<file path="src/rtl/button_pkg.sv">
// Shared definitions for the push-button conditioning slice.
//   chan_state_t             : per-channel debounce FSM state (2-bit encoding)
//   DEFAULT_DEBOUNCE_CYCLES  : stable samples needed to accept an edge (10 ms @ 100 MHz)
package button_pkg;

   localparam int unsigned DEFAULT_DEBOUNCE_CYCLES = 1_000_000;

   typedef enum logic [1:0] {
      IDLE         = 2'b00,
      PRESS_WAIT   = 2'b01,
      PRESSED      = 2'b10,
      RELEASE_WAIT = 2'b11
   } chan_state_t;

endpackage : button_pkg

</file>
<file path="src/rtl/debounce_channel.sv">
// One button channel: 2-flop synchroniser, debounce FSM and saturating counter.
//   sysClk  : system clock
//   iRst_n  : synchronous active-low reset
//   raw     : asynchronous raw button, active-high
//   pulse   : registered one-cycle pulse on an accepted press
//   level   : registered debounced held state
module debounce_channel
   import button_pkg::*;
#(
   parameter int unsigned DEBOUNCE_CYCLES = DEFAULT_DEBOUNCE_CYCLES
) (
   input  logic sysClk,
   input  logic iRst_n,
   input  logic raw,
   output logic pulse,
   output logic level
);

   localparam int unsigned CNT_W = $clog2(DEBOUNCE_CYCLES + 1);
   localparam logic [CNT_W-1:0] CNT_LAST = CNT_W'(DEBOUNCE_CYCLES - 1);

   logic [1:0]       sync_q;
   logic             sync_s;
   chan_state_t      state;
   logic [CNT_W-1:0] count;

   assign sync_s = sync_q[1];

   // Bring the raw button into the sysClk domain
   always_ff @(posedge sysClk) begin
      if (!iRst_n) sync_q <= 2'b00;
      else         sync_q <= {sync_q[0], raw};
   end

   // Debounce FSM; the counter only advances while below CNT_LAST, so it never wraps
   always_ff @(posedge sysClk) begin
      if (!iRst_n) begin
         state <= IDLE;
         count <= '0;
         pulse <= 1'b0;
         level <= 1'b0;
      end else begin
         pulse <= 1'b0;
         case (state)
            IDLE: begin
               count <= '0;
               if (sync_s) state <= PRESS_WAIT;
            end
            PRESS_WAIT: begin
               if (!sync_s) begin
                  state <= IDLE;
                  count <= '0;
               end else if (count == CNT_LAST) begin
                  state <= PRESSED;
                  count <= '0;
                  pulse <= 1'b1;
                  level <= 1'b1;
               end else begin
                  count <= count + CNT_W'(1);
               end
            end
            PRESSED: begin
               count <= '0;
               level <= 1'b1;
               if (!sync_s) state <= RELEASE_WAIT;
            end
            RELEASE_WAIT: begin
               if (sync_s) begin
                  state <= PRESSED;
                  count <= '0;
               end else if (count == CNT_LAST) begin
                  state <= IDLE;
                  count <= '0;
                  level <= 1'b0;
               end else begin
                  count <= count + CNT_W'(1);
               end
            end
            default: begin
               state <= IDLE;
               count <= '0;
               level <= 1'b0;
            end
         endcase
      end
   end

endmodule : debounce_channel

</file>
<file path="src/rtl/button_conditioner.sv">
// Conditions the confirm and clear buttons for the draw/recognise controller.
//   sysClk        : system clock
//   iRst_n        : synchronous active-low reset
//   confirm_raw   : raw confirm button (async, active-high)
//   clear_raw     : raw clear button (async, active-high)
//   confirm_pulse : one-cycle confirm press, suppressed while clear is pressing/held
//   clear_pulse   : one-cycle clear press
//   confirm_level : debounced confirm held state
//   clear_level   : debounced clear held state
module button_conditioner
   import button_pkg::*;
#(
   parameter int unsigned DEBOUNCE_CYCLES = DEFAULT_DEBOUNCE_CYCLES
) (
   input  logic sysClk,
   input  logic iRst_n,
   input  logic confirm_raw,
   input  logic clear_raw,
   output logic confirm_pulse,
   output logic clear_pulse,
   output logic confirm_level,
   output logic clear_level
);

   logic conf_pulse_r;
   logic clr_pulse_r;

   debounce_channel #(.DEBOUNCE_CYCLES(DEBOUNCE_CYCLES)) u_confirm (
      .sysClk (sysClk),
      .iRst_n (iRst_n),
      .raw    (confirm_raw),
      .pulse  (conf_pulse_r),
      .level  (confirm_level)
   );

   debounce_channel #(.DEBOUNCE_CYCLES(DEBOUNCE_CYCLES)) u_clear (
      .sysClk (sysClk),
      .iRst_n (iRst_n),
      .raw    (clear_raw),
      .pulse  (clr_pulse_r),
      .level  (clear_level)
   );

   // Clear wins: a confirm press coinciding with or during a clear press is dropped
   assign clear_pulse   = clr_pulse_r;
   assign confirm_pulse = conf_pulse_r & ~clr_pulse_r & ~clear_level;

endmodule : button_conditioner

</file>
<file path="config.mk">
export PLATFORM = sky130hd
export DESIGN_NAME = button_conditioner
export DESIGN_NICKNAME = d
export VERILOG_FILES = /design/src/rtl/button_pkg.sv /design/src/rtl/debounce_channel.sv /design/src/rtl/button_conditioner.sv
export SDC_FILE = /design/constraint.sdc
export NUM_CORES = 1
export LEC_CHECK = 0
export CORE_MARGIN = 1.5
export CORE_UTILIZATION = 64
export DETAILED_ROUTE_END_ITERATION = 16
export PLACE_DENSITY = 0.86
export SYNTH_ARGS = -nofsm -noshare
export SYNTH_HDL_FRONTEND = slang
export SYNTH_SLANG_ARGS = --single-unit
</file>
<file path="constraint.sdc">
create_clock -name sysClk -period 5.5 [get_ports sysClk]
set_input_delay 0.55 -clock sysClk [delete_from_list [all_inputs] [get_ports sysClk]]
set_output_delay 0.55 -clock sysClk [all_outputs]
set_load 0.02 [all_outputs]
</file>
==> results.toml, run 1 <==
[timing]
period_share_pct = 42.4
fin_crit_ns = 2.33
maxSlewHeadroom_pct = 42.0
fin_skew_ns = 0.0105
setup-tns-final_ns = 0
worstMarginPinSlew_ns = 0.870
max_freq_mhz = 429
drv_slew = 0
rsz0062_at_grt = "false"
finalHoldViolations = 0
setup_viol = 0

[layout]
areaGrowthSynthToFinish_pct = 4.85
fin_util_pct = 72.1
drive_gt1_share_pct = 5.22
diodes = 0
fillerInstances = 266
fin_nets = 274
multiInputGateArea_mm2 = 0.00122
seqCellArea_mm2 = 0.00104

[global_routing]
antenna_found_initial = 0
grt_pass1_vias = 1698
grt_usage_pct = 22.1
grt_max_degree = 21
grt_pass1_wl_um = 7210
grt-ovfl-total = 0

[critical_path]
r2r-end = "u_confirm.count[4]$_SDFF_PN0_"
worstPathCellList = "ha_1 -> nand2_1 -> or4_4 -> o2111ai_2 -> nor2_1"
critPathMaxStageDelay_ns = 0.71
reg2reg_slack_ns = 3.17
critPathArrivalTime_ns = 2.55
cp.required_ns = 5.72
cp_slowest_cell = "o2111ai_2"
critPathMaxFanout = 20
r2r-start = "u_confirm.count[0]$_SDFF_PN0_"
crit_path_end_kind = "register"
rr_worst_depth = 5
cp-start-kind = "register"
critPathKind = "register to register"

[yosys]
yosysTopAreaCellShare_pct = 44.3
synthesis.nets = 269
ys_types = 43
yosysTopAreaCell = "dfxtp_1"
synth-seq-cells = 52
synth.area.top_cells = "dfxtp_1 (44%), nor2_1 (5.0%), xnor2_1 (4.5%), xor2_1 (4.5%), nand4_1 (3.5%)"
syn_inst = 263
syn_avg_cell_area_um2 = 8.92
seq_area_frac_synth_pct = 44.3
yosys_warnings = 0
syn_area_mm2 = 0.00235

[floorplanning]
initial_core_util_pct = 68.7
die-height_um = 63.6
core.rowCount = 21
fp.dieW_um = 63.6
ios = 8
dieArea_mm2 = 0.00404
core_area_mm2 = 0.00342

[clocking]
htreeDepth = 2
clock_path_buffers = 2
clkTransAtPathRegs_ns = 0.13
clock-sinks = 52
clk_root_buffer_cell = "clkbuf_4"
cts_tree = "yes"
ctsResizeCount = 0
cts.hold.buffers_added = 0
cts_setup_buffers = 0
clock_latency_ns = 0.36
cts_buffers = 5

[min_path]
holdCritPathClass = "register to register"
hp-start = "u_clear.sync_q[0]$_SDFF_PN0_"
holdPathEnd = "u_clear.sync_q[1]$_SDFF_PN0_"
hold_path_depth = 1

[drt]
vias = 1878
routed-wl-met2_um = 1830
met3_length_um = 152
wirelength_um = 3990
firstDrtPassIters = 4
routed.top_layer = "met4"
first_iter_violations = 139
routedWlPerCell_um = 12.7
vias_per_cell = 5.98
wl_met1_um = 1950
drc = 0
ant_nets = 0

[placement]
gp_congestion = 0.795
dp_hpwl_um = 2850
numPortBuffers = 7

[status]
status = "finished, final reports clean"

[flow_run]
maxCapViolCount = 0

[power_and_ir_drop]
p_leak_uw = 0.000724
cellPowerDensity_mw_per_mm2 = 223
ir_drop_uv = 195
## layout by cell type (no fill, tap or decap), types with 8 or more instances in the layout
cell      n
dfxtp_1  52
nor2_1   31
nand2_1  16
nand3_1  15
a21oi_1  14
nand4_1  13
xor2_1   12
xnor2_1  12
o21ai_0   9
inv_1     8
## worst max path at each step
stage | end | from | slack (ns)
global route | u_confirm.count[4]$_SDFF_PN0_ | u_confirm.count[0]$_SDFF_PN0_ | 2.97
floorplan | u_confirm.count[15]$_SDFF_PN0_ | u_confirm.count[0]$_SDFF_PN0_ | 3.75
detailed placement | u_confirm.count[4]$_SDFF_PN0_ | u_confirm.count[0]$_SDFF_PN0_ | 3.17
CTS | u_confirm.count[4]$_SDFF_PN0_ | u_confirm.count[0]$_SDFF_PN0_ | 3.16
global placement | u_clear.count[16]$_SDFF_PN0_ | iRst_n | 3.23
finish | u_confirm.count[4]$_SDFF_PN0_ | u_confirm.count[0]$_SDFF_PN0_ | 3.17
## per-layer routing
layer  up-vias  GRT usage, %
li1        949             -
met1       894          28.6
met2        27          36.4
met3         8          4.82
met4         0          7.34
met5         -             0
## final cells by class
type | count | area share [%]
clock buffer | 6 | 1.68
timing repair buffer | 7 | 2.85
multi-input combinational | 194 | 49.4
sequential | 52 | 42.3
clock inverter | 1 | 0.203
inverter | 8 | 1.22
tap | 46 | 2.34
## synthesized netlist by cell type, drive strengths merged
cell	n
a211o	1
a21bo	1
a21oi	14
a31oi	1
a41oi	2
and2	5
and3	4
and4	6
and4b	1
buf	7
clkbuf	2
dfxtp	52
ha	2
inv	8
nand2	16
nand2b	3
nand3	17
nand3b	1
nand4	14
nand4b	1
nor2	31
nor2b	5
nor3	5
nor3b	2
nor4	5
nor4b	1
o2111ai	1
o21ai	9
o31ai	7
or2	2
or3	6
or4	7
xnor2	12
xor2	12
## state kept, by name, indices dropped and copies added (netlist names), named ones only
name and flops:
u_confirm.sync_q 2, u_confirm.state 1, u_clear.level 1, u_confirm.level 1, u_confirm.count 20, u_clear.pulse 1, u_clear.state 1, u_confirm.pulse 1
u_clear.count 20, u_clear.sync_q 2
## through the flow
| stage | instance area, µm² | power, µW | hold slack (ns) | setup slack, ns | std cells |
|---|---|---|---|---|---|
| floorplan | 2350 | 398 | 0.412 | 3.75 | 263 |
| global placement | 2410 | 404 | 0.413 | 3.23 | 307 |
| detailed placement | 2410 | 404 | 0.425 | 3.17 | 307 |
| CTS | 2460 | 554 | 0.466 | 3.16 | 314 |
| global route | 2460 | 573 | 0.471 | 2.97 | 314 |
| finish | 2460 | 549 | 0.459 | 3.17 | 314 |
## logic make-up (layout without fill, tap and decap cells)
logic type,after synthesis,count (layout),synth area share [%]
xor+xnor,24,24,8.96
fa+ha+maj,2,2,1.07
flops,52,52,44.3
buf+inv,17,22,3.84
compound gates,36,36,9.60
simple gates,132,132,32.2
## critical path, delay by kind of cell (launching register included)
family | cells | cell delay (ns)
AO/OA/AOI/OAI | 1 | 0.71
adder cells (fa/ha/maj) | 1 | 0.25
AND/OR/NAND/NOR | 3 | 0.81
flip-flops | 1 | 0.42
## power by group
part / internal [µW] / switching [µW] / total, µW
Combinational: 7.60 / 6.32 / 13.9
Clock: 47.3 / 106 / 153
Sequential: 380 / 2.11 / 382
Total: 435 / 114 / 549
(Power assumes the default switching activity.)
==> run 2, diff against run 1 <==
CORE_UTILIZATION = 54   (was 64)
PLACE_DENSITY = 0.77   (was 0.86)
clock period = 2.1 ns   (was 5.5 ns; I/O delays follow)
==> results.toml, run 2 (synthesis gave the netlist of run 1 again) <==
[critical_path]
critPathKind = "register to register"
critical-path-top-delay-family = "simple AND/OR/NAND/NOR gates"
reg2reg_slack_ns = 0.18
crit_path_end_kind = "register"
r2r-end = "u_confirm.count[19]$_SDFF_PN0_"
r2r-start = "u_confirm.count[0]$_SDFF_PN0_"
critPathArrivalTime_ns = 2.10
cp-start-kind = "register"
cp.required_ns = 2.28
critPathMaxFanout = 20
cp_slowest_cell = "or4_4"
crit_buf_inv = 1
rr_worst_depth = 6
critPathMaxStageDelay_ns = 0.56
worstPathCellList = "ha_1 -> nand2_1 -> or4_4 -> o2111ai_2 -> buf_12 -> a21oi_1"

[global_routing]
grt_max_degree = 21
grt_pass1_wl_um = 6920
grt_usage_pct = 19.5
antenna_found_initial = 0
grt_pass1_vias = 1717
grt-ovfl-total = 0

[clocking]
clock-sinks = 52
clk_root_buffer_cell = "clkbuf_8"
cts_setup_buffers = 0
clock_path_buffers = 2
htreeDepth = 2
cts.hold.buffers_added = 0
clkTransAtPathRegs_ns = 0.08
clock_latency_ns = 0.30
cts_tree = "yes"
ctsResizeCount = 0
cts_buffers = 5

[timing]
finalHoldViolations = 0
post-route-worst-setup-slack_ns = 0.183
fin_crit_ns = 1.92
fin_skew_ns = 0.00887
rsz0062_at_grt = "false"
maxSlewHeadroom_pct = 64.8
period_share_pct = 91.3
max_freq_mhz = 522
drv_slew = 0
setup_viol = 0
worstMarginPinSlew_ns = 0.521
setup-tns-final_ns = 0

[min_path]
holdPathEnd = "u_confirm.sync_q[1]$_SDFF_PN0_"
holdCritPathClass = "register to register"
hp-start = "u_confirm.sync_q[0]$_SDFF_PN0_"
hold_path_depth = 1

[drt]
wirelength_um = 4130
first_iter_violations = 120
vias = 1860
routedWlPerCell_um = 12.7
drc = 0
ant_nets = 0
vias_per_cell = 5.71
firstDrtPassIters = 4

[power_and_ir_drop]
p_leak_uw = 0.000790
ir_drop_uv = 339
cellPowerDensity_mw_per_mm2 = 623

[floorplanning]
core.rowCount = 23
fp.dieW_um = 68.9
die-height_um = 68.9
dieArea_mm2 = 0.00475
core_area_mm2 = 0.00409
initial_core_util_pct = 57.4
ios = 8

[layout]
reg_top3 = "u_clear.count (20), u_confirm.count (20)"
fin_nets = 281
multiInputGateArea_mm2 = 0.00122
seqCellArea_mm2 = 0.00104
areaGrowthSynthToFinish_pct = 10.2
drive_gt1_share_pct = 7.61
layout_commonest_cell = "dfxtp_1"
mostFrequentLayoutCells = "dfxtp_1 (52), nor2_1 (31), nand2_1 (16), nand3_1 (15), a21oi_1 (14)"
fillerInstances = 354
diodes = 0

[placement]
gp_congestion = 0.748
dp_hpwl_um = 2980
numPortBuffers = 7
dp_slack_ns = 0.217

[flow_run]
maxCapViolCount = 0

[status]
status = "finished, final reports clean"
[run 2: worst max path at each step]
| stage | cells after the start | slack [ns] | to | from |
|---|---|---|---|---|
| after detailed placement | 6 | 0.22 | u_confirm.count[19]$_SDFF_PN0_ | u_confirm.count[0]$_SDFF_PN0_ |
| final | 6 | 0.18 | u_confirm.count[19]$_SDFF_PN0_ | u_confirm.count[0]$_SDFF_PN0_ |
| after floorplan | 6 | 0.35 | u_confirm.count[17]$_SDFF_PN0_ | u_confirm.count[0]$_SDFF_PN0_ |
| after CTS | 6 | 0.18 | u_confirm.count[19]$_SDFF_PN0_ | u_confirm.count[0]$_SDFF_PN0_ |
| after global placement | 6 | 0.27 | u_confirm.count[18]$_SDFF_PN0_ | u_confirm.count[0]$_SDFF_PN0_ |
| after global routing | 6 | 0.07 | u_confirm.count[19]$_SDFF_PN0_ | u_confirm.count[0]$_SDFF_PN0_ |
[run 2: power by group]
part | internal (µW) | total [µW] | switching [µW]
logic | 21.6 | 38.8 | 17.2
registers | 994 | 1000 | 6.12
clock network | 269 | 573 | 304
[run 2: routing by layer]
layer / global-route usage [%] / part of all wire, %
met2: 33.4 / 45
met3: 4.87 / 3.7
met4: 7.84 / 1.7
met5: 0 / 0
met1: 23.3 / 49
[run 2: layout make-up]
| cell class | instances | share of cell area (%) |
|---|---|---|
| sequential | 52 | 40.2 |
| multi-input combinational | 194 | 47.0 |
| inverter | 8 | 1.16 |
| timing repair buffer | 14 | 5.71 |
| clock buffer | 8 | 3.48 |
| tap | 50 | 2.42 |
[run 2: metrics by stage]
step	std cells	power [µW]	instance area (µm²)	util, %	hold WS, ns
after global routing	326	1670	2590	63.3	0.462
after global placement	318	1060	2500	61.1	0.425
after floorplan	263	1040	2350	-	0.337
after CTS	326	1630	2590	63.3	0.449
after detailed placement	318	1060	2500	61.1	0.434
final	326	1610	2590	63.3	0.444
